### config.mk
export PLATFORM = sky130hd
export DESIGN_NAME = pixel_row_readout_ctrl_flat
export DESIGN_NICKNAME = d
export VERILOG_FILES = /design/src/rtl/pixel_pkg.sv /design/src/rtl/pixel_row_readout_ctrl_if.sv /design/src/rtl/pixel_row_readout_ctrl_phase_timer.sv /design/src/rtl/pixel_row_readout_ctrl.sv /design/src/flat_wrapper.sv
export SDC_FILE = /design/constraint.sdc
export NUM_CORES = 1
export LEC_CHECK = 0
export ABC_AREA = 1
export BUFFER_PORTS_ARGS = -buffer_cell sky130_fd_sc_hd__clkbuf_2
export CAP_MARGIN = 10
export CELL_PAD_IN_SITES_DETAIL_PLACEMENT = 0
export CELL_PAD_IN_SITES_GLOBAL_PLACEMENT = 1
export CORE_MARGIN = 1.5
export CORE_UTILIZATION = 44
export DETAILED_ROUTE_END_ITERATION = 16
export HOLD_SLACK_MARGIN = 0.08
export PLACE_DENSITY = 0.83
export REMOVE_ABC_BUFFERS = 1
export SYNTH_ARGS = -nofsm -noshare
export SYNTH_HDL_FRONTEND = slang
export SYNTH_SLANG_ARGS = --single-unit
### constraint.sdc
create_clock -name clk -period 3.8 [get_ports clk]
set_input_delay 0.19 -clock clk [delete_from_list [all_inputs] [get_ports clk]]
set_output_delay 0.19 -clock clk [all_outputs]
set_load 0.005 [all_outputs]
### src/rtl/pixel_pkg.sv
// Shared types and defaults for the pixel row readout sequencer.
package pixel_pkg;

  localparam int EXPOSE_W          = 16;
  localparam int ERASE_CYCLES_DEF  = 4;
  localparam int SETTLE_CYCLES_DEF = 2;
  localparam int ADC_TIMEOUT_DEF   = 64;

  typedef enum logic [2:0] {
    IDLE,
    ERASE,
    EXPOSE,
    SETTLE,
    CONVERT,
    OUTPUT,
    DONE
  } state_t;

endpackage

### src/rtl/pixel_row_readout_ctrl_if.sv
// Result stream from the readout sequencer to the downstream consumer.
interface pixel_row_readout_ctrl_if #(
  parameter int WIDTH      = 2,
  parameter int RESOLUTION = 8
) ();

  logic                  out_valid;
  logic                  out_ready;
  logic [RESOLUTION-1:0] out_data;
  logic [WIDTH-1:0]      out_row;
  logic                  out_last;
  logic                  out_err;

  modport master (
    output out_valid, out_data, out_row, out_last, out_err,
    input  out_ready
  );

  modport slave (
    input  out_valid, out_data, out_row, out_last, out_err,
    output out_ready
  );

endinterface

### src/rtl/pixel_row_readout_ctrl_phase_timer.sv
// Loadable down-counter with zero flag; times the erase, expose, settle and timeout intervals.
module phase_timer #(
  parameter int W = 16
) (
  input  logic         clk,
  input  logic         reset,
  input  logic         load,
  input  logic [W-1:0] value,
  output logic [W-1:0] count,
  output logic         zero
);

  always_ff @(posedge clk or negedge reset) begin
    if (!reset) begin
      count <= '0;
    end else if (load) begin
      count <= value;
    end else if (count != '0) begin
      count <= count - W'(1);
    end
  end

  assign zero = (count == '0);

endmodule

### src/rtl/pixel_row_readout_ctrl.sv
// Frame sequencer: erase, expose, then per-row settle / ADC convert / stream out.
module pixel_row_readout_ctrl
  import pixel_pkg::*;
#(
  parameter int WIDTH         = 2,
  parameter int ROWS          = 2,
  parameter int RESOLUTION    = 8,
  parameter int ERASE_CYCLES  = ERASE_CYCLES_DEF,
  parameter int SETTLE_CYCLES = SETTLE_CYCLES_DEF,
  parameter int ADC_TIMEOUT   = ADC_TIMEOUT_DEF
) (
  input  logic                  clk,
  input  logic                  reset,
  input  logic                  start,
  input  logic [EXPOSE_W-1:0]   cfg_expose_cycles,
  output logic                  busy,
  output logic                  erase,
  output logic                  expose,
  output logic [WIDTH-1:0]      decoder_select,
  output logic                  adc_reset,
  output logic                  adc_enable,
  input  logic [RESOLUTION-1:0] adc_data,
  input  logic                  adc_done,
  pixel_row_readout_ctrl_if.master stream
);

  state_t              state, state_nx;
  logic [EXPOSE_W-1:0] expose_len;
  logic [WIDTH-1:0]    row;
  logic                row_last;
  logic                tmr_load;
  logic [EXPOSE_W-1:0] tmr_value;
  logic [EXPOSE_W-1:0] tmr_count;
  logic                tmr_zero;
  logic                conv_first;
  logic                done_hit;
  logic                capture;

  phase_timer #(.W(EXPOSE_W)) u_timer (
    .clk   (clk),
    .reset (reset),
    .load  (tmr_load),
    .value (tmr_value),
    .count (tmr_count),
    .zero  (tmr_zero)
  );

  assign row_last = (row == WIDTH'(ROWS - 1));
  // The timeout load value marks the first CONVERT cycle, where adc_done is not trusted.
  assign conv_first = (tmr_count == EXPOSE_W'(ADC_TIMEOUT - 1));
  assign done_hit   = adc_done && !conv_first;

  always_comb begin
    state_nx  = state;
    tmr_load  = 1'b0;
    tmr_value = '0;
    capture   = 1'b0;
    case (state)
      IDLE: if (start) begin
        state_nx  = ERASE;
        tmr_load  = 1'b1;
        tmr_value = EXPOSE_W'(ERASE_CYCLES - 1);
      end
      ERASE: if (tmr_zero) begin
        state_nx  = EXPOSE;
        tmr_load  = 1'b1;
        tmr_value = expose_len - EXPOSE_W'(1);
      end
      EXPOSE: if (tmr_zero) begin
        state_nx  = SETTLE;
        tmr_load  = 1'b1;
        tmr_value = EXPOSE_W'(SETTLE_CYCLES - 1);
      end
      SETTLE: if (tmr_zero) begin
        state_nx  = CONVERT;
        tmr_load  = 1'b1;
        tmr_value = EXPOSE_W'(ADC_TIMEOUT - 1);
      end
      CONVERT: if (done_hit || tmr_zero) begin
        state_nx = OUTPUT;
        capture  = 1'b1;
      end
      OUTPUT: if (stream.out_ready) begin
        if (row_last) begin
          state_nx = DONE;
        end else begin
          state_nx  = SETTLE;
          tmr_load  = 1'b1;
          tmr_value = EXPOSE_W'(SETTLE_CYCLES - 1);
        end
      end
      DONE:    state_nx = IDLE;
      default: state_nx = IDLE;
    endcase
  end

  always_ff @(posedge clk or negedge reset) begin
    if (!reset) begin
      state           <= IDLE;
      expose_len      <= '0;
      row             <= '0;
      stream.out_data <= '0;
      stream.out_row  <= '0;
      stream.out_last <= 1'b0;
      stream.out_err  <= 1'b0;
    end else begin
      state <= state_nx;
      if (state == IDLE && start) begin
        expose_len <= (cfg_expose_cycles == '0) ? EXPOSE_W'(1) : cfg_expose_cycles;
      end
      if (state == EXPOSE && tmr_zero) begin
        row <= '0;
      end else if (state == OUTPUT && stream.out_ready && !row_last) begin
        row <= row + WIDTH'(1);
      end
      if (capture) begin
        stream.out_data <= done_hit ? adc_data : '0;
        stream.out_err  <= !done_hit;
        stream.out_row  <= row;
        stream.out_last <= row_last;
      end
    end
  end

  assign busy             = (state != IDLE);
  assign erase            = (state == ERASE);
  assign expose           = (state == EXPOSE);
  assign decoder_select   = (state == SETTLE || state == CONVERT || state == OUTPUT) ? row : '0;
  assign adc_reset        = (state == SETTLE) && tmr_zero;
  assign adc_enable       = (state == CONVERT);
  assign stream.out_valid = (state == OUTPUT);

endmodule
### src/flat_wrapper.sv
// flat-port wrapper written by rule: the top's interface ports become plain ports
module pixel_row_readout_ctrl_flat import pixel_pkg::*;
#(
  parameter int WIDTH         = 2,
  parameter int ROWS          = 2,
  parameter int RESOLUTION    = 8,
  parameter int ERASE_CYCLES  = ERASE_CYCLES_DEF,
  parameter int SETTLE_CYCLES = SETTLE_CYCLES_DEF,
  parameter int ADC_TIMEOUT   = ADC_TIMEOUT_DEF
)
  (clk, reset, start, cfg_expose_cycles, busy, erase, expose, decoder_select, adc_reset, adc_enable, adc_data, adc_done, stream_out_valid, stream_out_data, stream_out_row, stream_out_last, stream_out_err, stream_out_ready);
  pixel_row_readout_ctrl_if #(.WIDTH(WIDTH), .RESOLUTION(RESOLUTION)) stream_i ();
  input  logic clk;
  input  logic reset;
  input  logic start;
  input  logic [EXPOSE_W-1:0] cfg_expose_cycles;
  output logic busy;
  output logic erase;
  output logic expose;
  output logic [WIDTH-1:0] decoder_select;
  output logic adc_reset;
  output logic adc_enable;
  input  logic [RESOLUTION-1:0] adc_data;
  input  logic adc_done;
  output wire logic [$bits(stream_i.out_valid)-1:0] stream_out_valid;
  output wire logic [$bits(stream_i.out_data)-1:0] stream_out_data;
  output wire logic [$bits(stream_i.out_row)-1:0] stream_out_row;
  output wire logic [$bits(stream_i.out_last)-1:0] stream_out_last;
  output wire logic [$bits(stream_i.out_err)-1:0] stream_out_err;
  input wire logic [$bits(stream_i.out_ready)-1:0] stream_out_ready;
  assign stream_out_valid = stream_i.out_valid;
  assign stream_out_data = stream_i.out_data;
  assign stream_out_row = stream_i.out_row;
  assign stream_out_last = stream_i.out_last;
  assign stream_out_err = stream_i.out_err;
  assign stream_i.out_ready = stream_out_ready;
  pixel_row_readout_ctrl #(.WIDTH(WIDTH), .ROWS(ROWS), .RESOLUTION(RESOLUTION), .ERASE_CYCLES(ERASE_CYCLES), .SETTLE_CYCLES(SETTLE_CYCLES), .ADC_TIMEOUT(ADC_TIMEOUT)) u_core (.clk(clk), .reset(reset), .start(start), .cfg_expose_cycles(cfg_expose_cycles), .busy(busy), .erase(erase), .expose(expose), .decoder_select(decoder_select), .adc_reset(adc_reset), .adc_enable(adc_enable), .adc_data(adc_data), .adc_done(adc_done), .stream(stream_i));
endmodule
==> flow_metrics.tcl <==
set metrics [dict create \
    start_kind "flop" \
    die_width_um 87.8 \
    insertion_delay_ns 0.31 \
    port-buffer-count 48 \
    final_nets 540 \
    final-seq-area_mm2 0.00123 \
    htreeDepth 2 \
    ios 49 \
    placed_area_mm2 0.00347 \
    outcome "complete, no violations" \
    total_power_mw 2.63 \
    synth_ff_type "dfrtp_1" \
    critPathTopFamily "simple AND/OR/NAND/NOR gates" \
    routed_wl_um 7550 \
    num_vias 2879 \
    timing.fmax_mhz 495 \
    drtIter0Drc 162 \
    gp_congestion 0.857 \
    min_period_over_period 0.531 \
    power_density_mw_per_mm2 714 \
    synth_common_cells "136 x nand2_1, 58 x nor2_1, 51 x inv_1" \
    cts-resized-gates 0 \
    rsz0062_at_grt "no" \
    yosysMostFrequentCell "nand2_1" \
    hold_path.class "in2reg" \
    drv_cap 0 \
    syn_to_final_growth_pct 16.5 \
    slowest_stage "dfrtp_1" \
    clockBufferDepth 2 \
    final_cells 604 \
    antenna_found_initial 0 \
    setup.worst_path.class "reg2out" \
    synth_area_mm2 0.00316 \
    synth_top_area_cell "dfrtp_1" \
    drc 0 \
    final_area_mm2 0.00368 \
    worst_path_most_repeated_cell "inv_1" \
    synthCells 445 \
    critical_path_buf_inv_count 3 \
    coreArea_mm2 0.00687 \
    viasPerCell 4.77 \
    dpl.hpwl_um 5800 \
    crit_path_end_kind "output pin" \
    multiInputGateArea_mm2 0.00165 \
    fin_skew_ns 0.00663 \
    die_area_mm2 0.00771 \
    cp_max_fo 8 \
    cts_tree "done" \
    initial_core_util 0.460 \
    cts_setup_buffers 0 \
    drv_slew 0 \
    die_h_um 87.8 \
    root_buffer "clkbuf_8" \
    synth_seq_area_share 0.388 \
    worstMarginPinSlew_ns 0.640 \
    hold_viol 0 \
    numCtsBuffers 5 \
    synth_top_area_share 0.388 \
    n_fill_cell 717 \
    grt_pass1_vias 2693 \
    dp.cells 584 \
    ys_warn_count 0 \
    required_ns 3.61 \
    relSlewSlack 0.573 \
    async_flop_share 1.00 \
    power.leakage_nw 1.97 \
    antenna_cells 0 \
    clk_pin_slew_ns 0.10 \
    slowest_delay_ns 0.41 \
    drive_gt1_frac 0.181 \
    overflow 0 \
    first_pass_iters 4 \
    arrival_ns 1.83 \
    grt_max_degree 50 \
    drtAntennaViolNets 0 \
    ys_ff_latch 49 \
    setup_viol 0 \
    vdd_drop_max_mv 0.306 \
    grt_pass1_wl_um 12700 \
    cp_cell_sequence "inv_1 -> ha_1 -> nand2_2 -> nor2_8 -> nand3b_1 -> inv_1 -> clkbuf_2" \
    syn_avg_cell_area_um2 7.11 \
    grtUsageTotal 0.212 \
    rows 30 \
    ys_types 33 \
    setup_tns_ns 0 \
    wl_per_cell_um 12.5 \
    cts_sinks 49 \
    min_period_ns 2.02 \
    yosys-top-cells-area "dfrtp_1 39%, nand2_1 16%, nor2_1 6.9%" \
    synth_edf_count 0 \
]
cells in the final DEF (no fill, tap or decap), types with 9 or more instances in the layout:
master and instances:
nand4_1 9, inv_1 51, xor2_1 11, nor2_1 58
a21oi_1 12, nand2_1 136, clkbuf_2 48, nand3_1 40
dfrtp_1 49, dlygate4sd3_1 12, o21ai_0 19
metrics by stage:
stage                     setup WS, ns  hold WS, ns   util
after floorplan                   2.14       -0.106      -
after global placement            2.01        0.344  0.505
after detailed placement          1.93        0.339  0.505
after CTS                         1.76       0.0823  0.536
after global routing              1.64       0.0903  0.536
final                             1.78       0.0895  0.536
metal layers:
| metal | global-route usage | wire length [um] |
|---|---|---|
| met4 | 0.0433 | 53 |
| met2 | 0.326 | 3460 |
| met1 | 0.314 | 3820 |
| met5 | 0 | 0 |
| met3 | 0.0330 | 216 |
layout make-up:
type	count	share of cell area
multi-input cells	332	0.448
well taps	96	0.0326
flip-flops and latches	49	0.333
clock buffers	5	0.0187
clock inverters	3	0.00679
inverters	58	0.0611
repair buffers	61	0.0999
report_power, final:
part | internal (mW) | switching, mW
registers | 0.743 | 0.218
logic | 0.493 | 0.843
clock network | 0.135 | 0.198
flip-flops by register name, indices dropped and copies added (netlist names):
| name | count |
|---|---|
| u_core.stream.out_err | 1 |
| u_core.expose_len | 16 |
| u_core.row | 2 |
| u_core.state | 3 |
| u_core.stream.out_last | 1 |
| u_core.stream.out_data | 8 |
| u_core.u_timer.count | 16 |
| u_core.stream.out_row | 2 |
what timing repair did:
action,in CTS,in global routing
hold endpoints to repair,60,0
endpoints found under the setup margin,0,0
hold buffers,12,0
path summary, 6_finish.rpt:
path	to	cells after the start	slack (ns)	from
min in group asynchronous	u_core.expose_len[10]	3	0.52	reset
setup / recovery	adc_reset	7	1.78	u_core.u_timer.count[0]
setup reg to reg	u_core.u_timer.count[9]	10	1.90	u_core.u_timer.count[0]
max in group asynchronous	u_core.u_timer.count[5]	3	2.85	reset
hold / removal	u_core.expose_len[7]	3	0.09	cfg_expose_cycles[7]
hold reg to reg	u_core.stream.out_data[4]	2	0.51	u_core.stream.out_data[4]
cells by family (layout without fill, tap and decap cells):
kind of cell	count (synthesis)	count (layout)	share of synthesized area
compound gates	41	41	0.0716
flops	49	49	0.388
fa+ha+maj	4	4	0.0158
xor+xnor	12	12	0.0332
buf+inv	64	127	0.0906
simple gates	275	275	0.401
tightest hold or removal path: stages:
cell	delay [ns]
clkbuf_2	0.09
nand2_1	0.05
nand2_1	0.04
No activity file was read; power rests on OpenSTA's default activity.
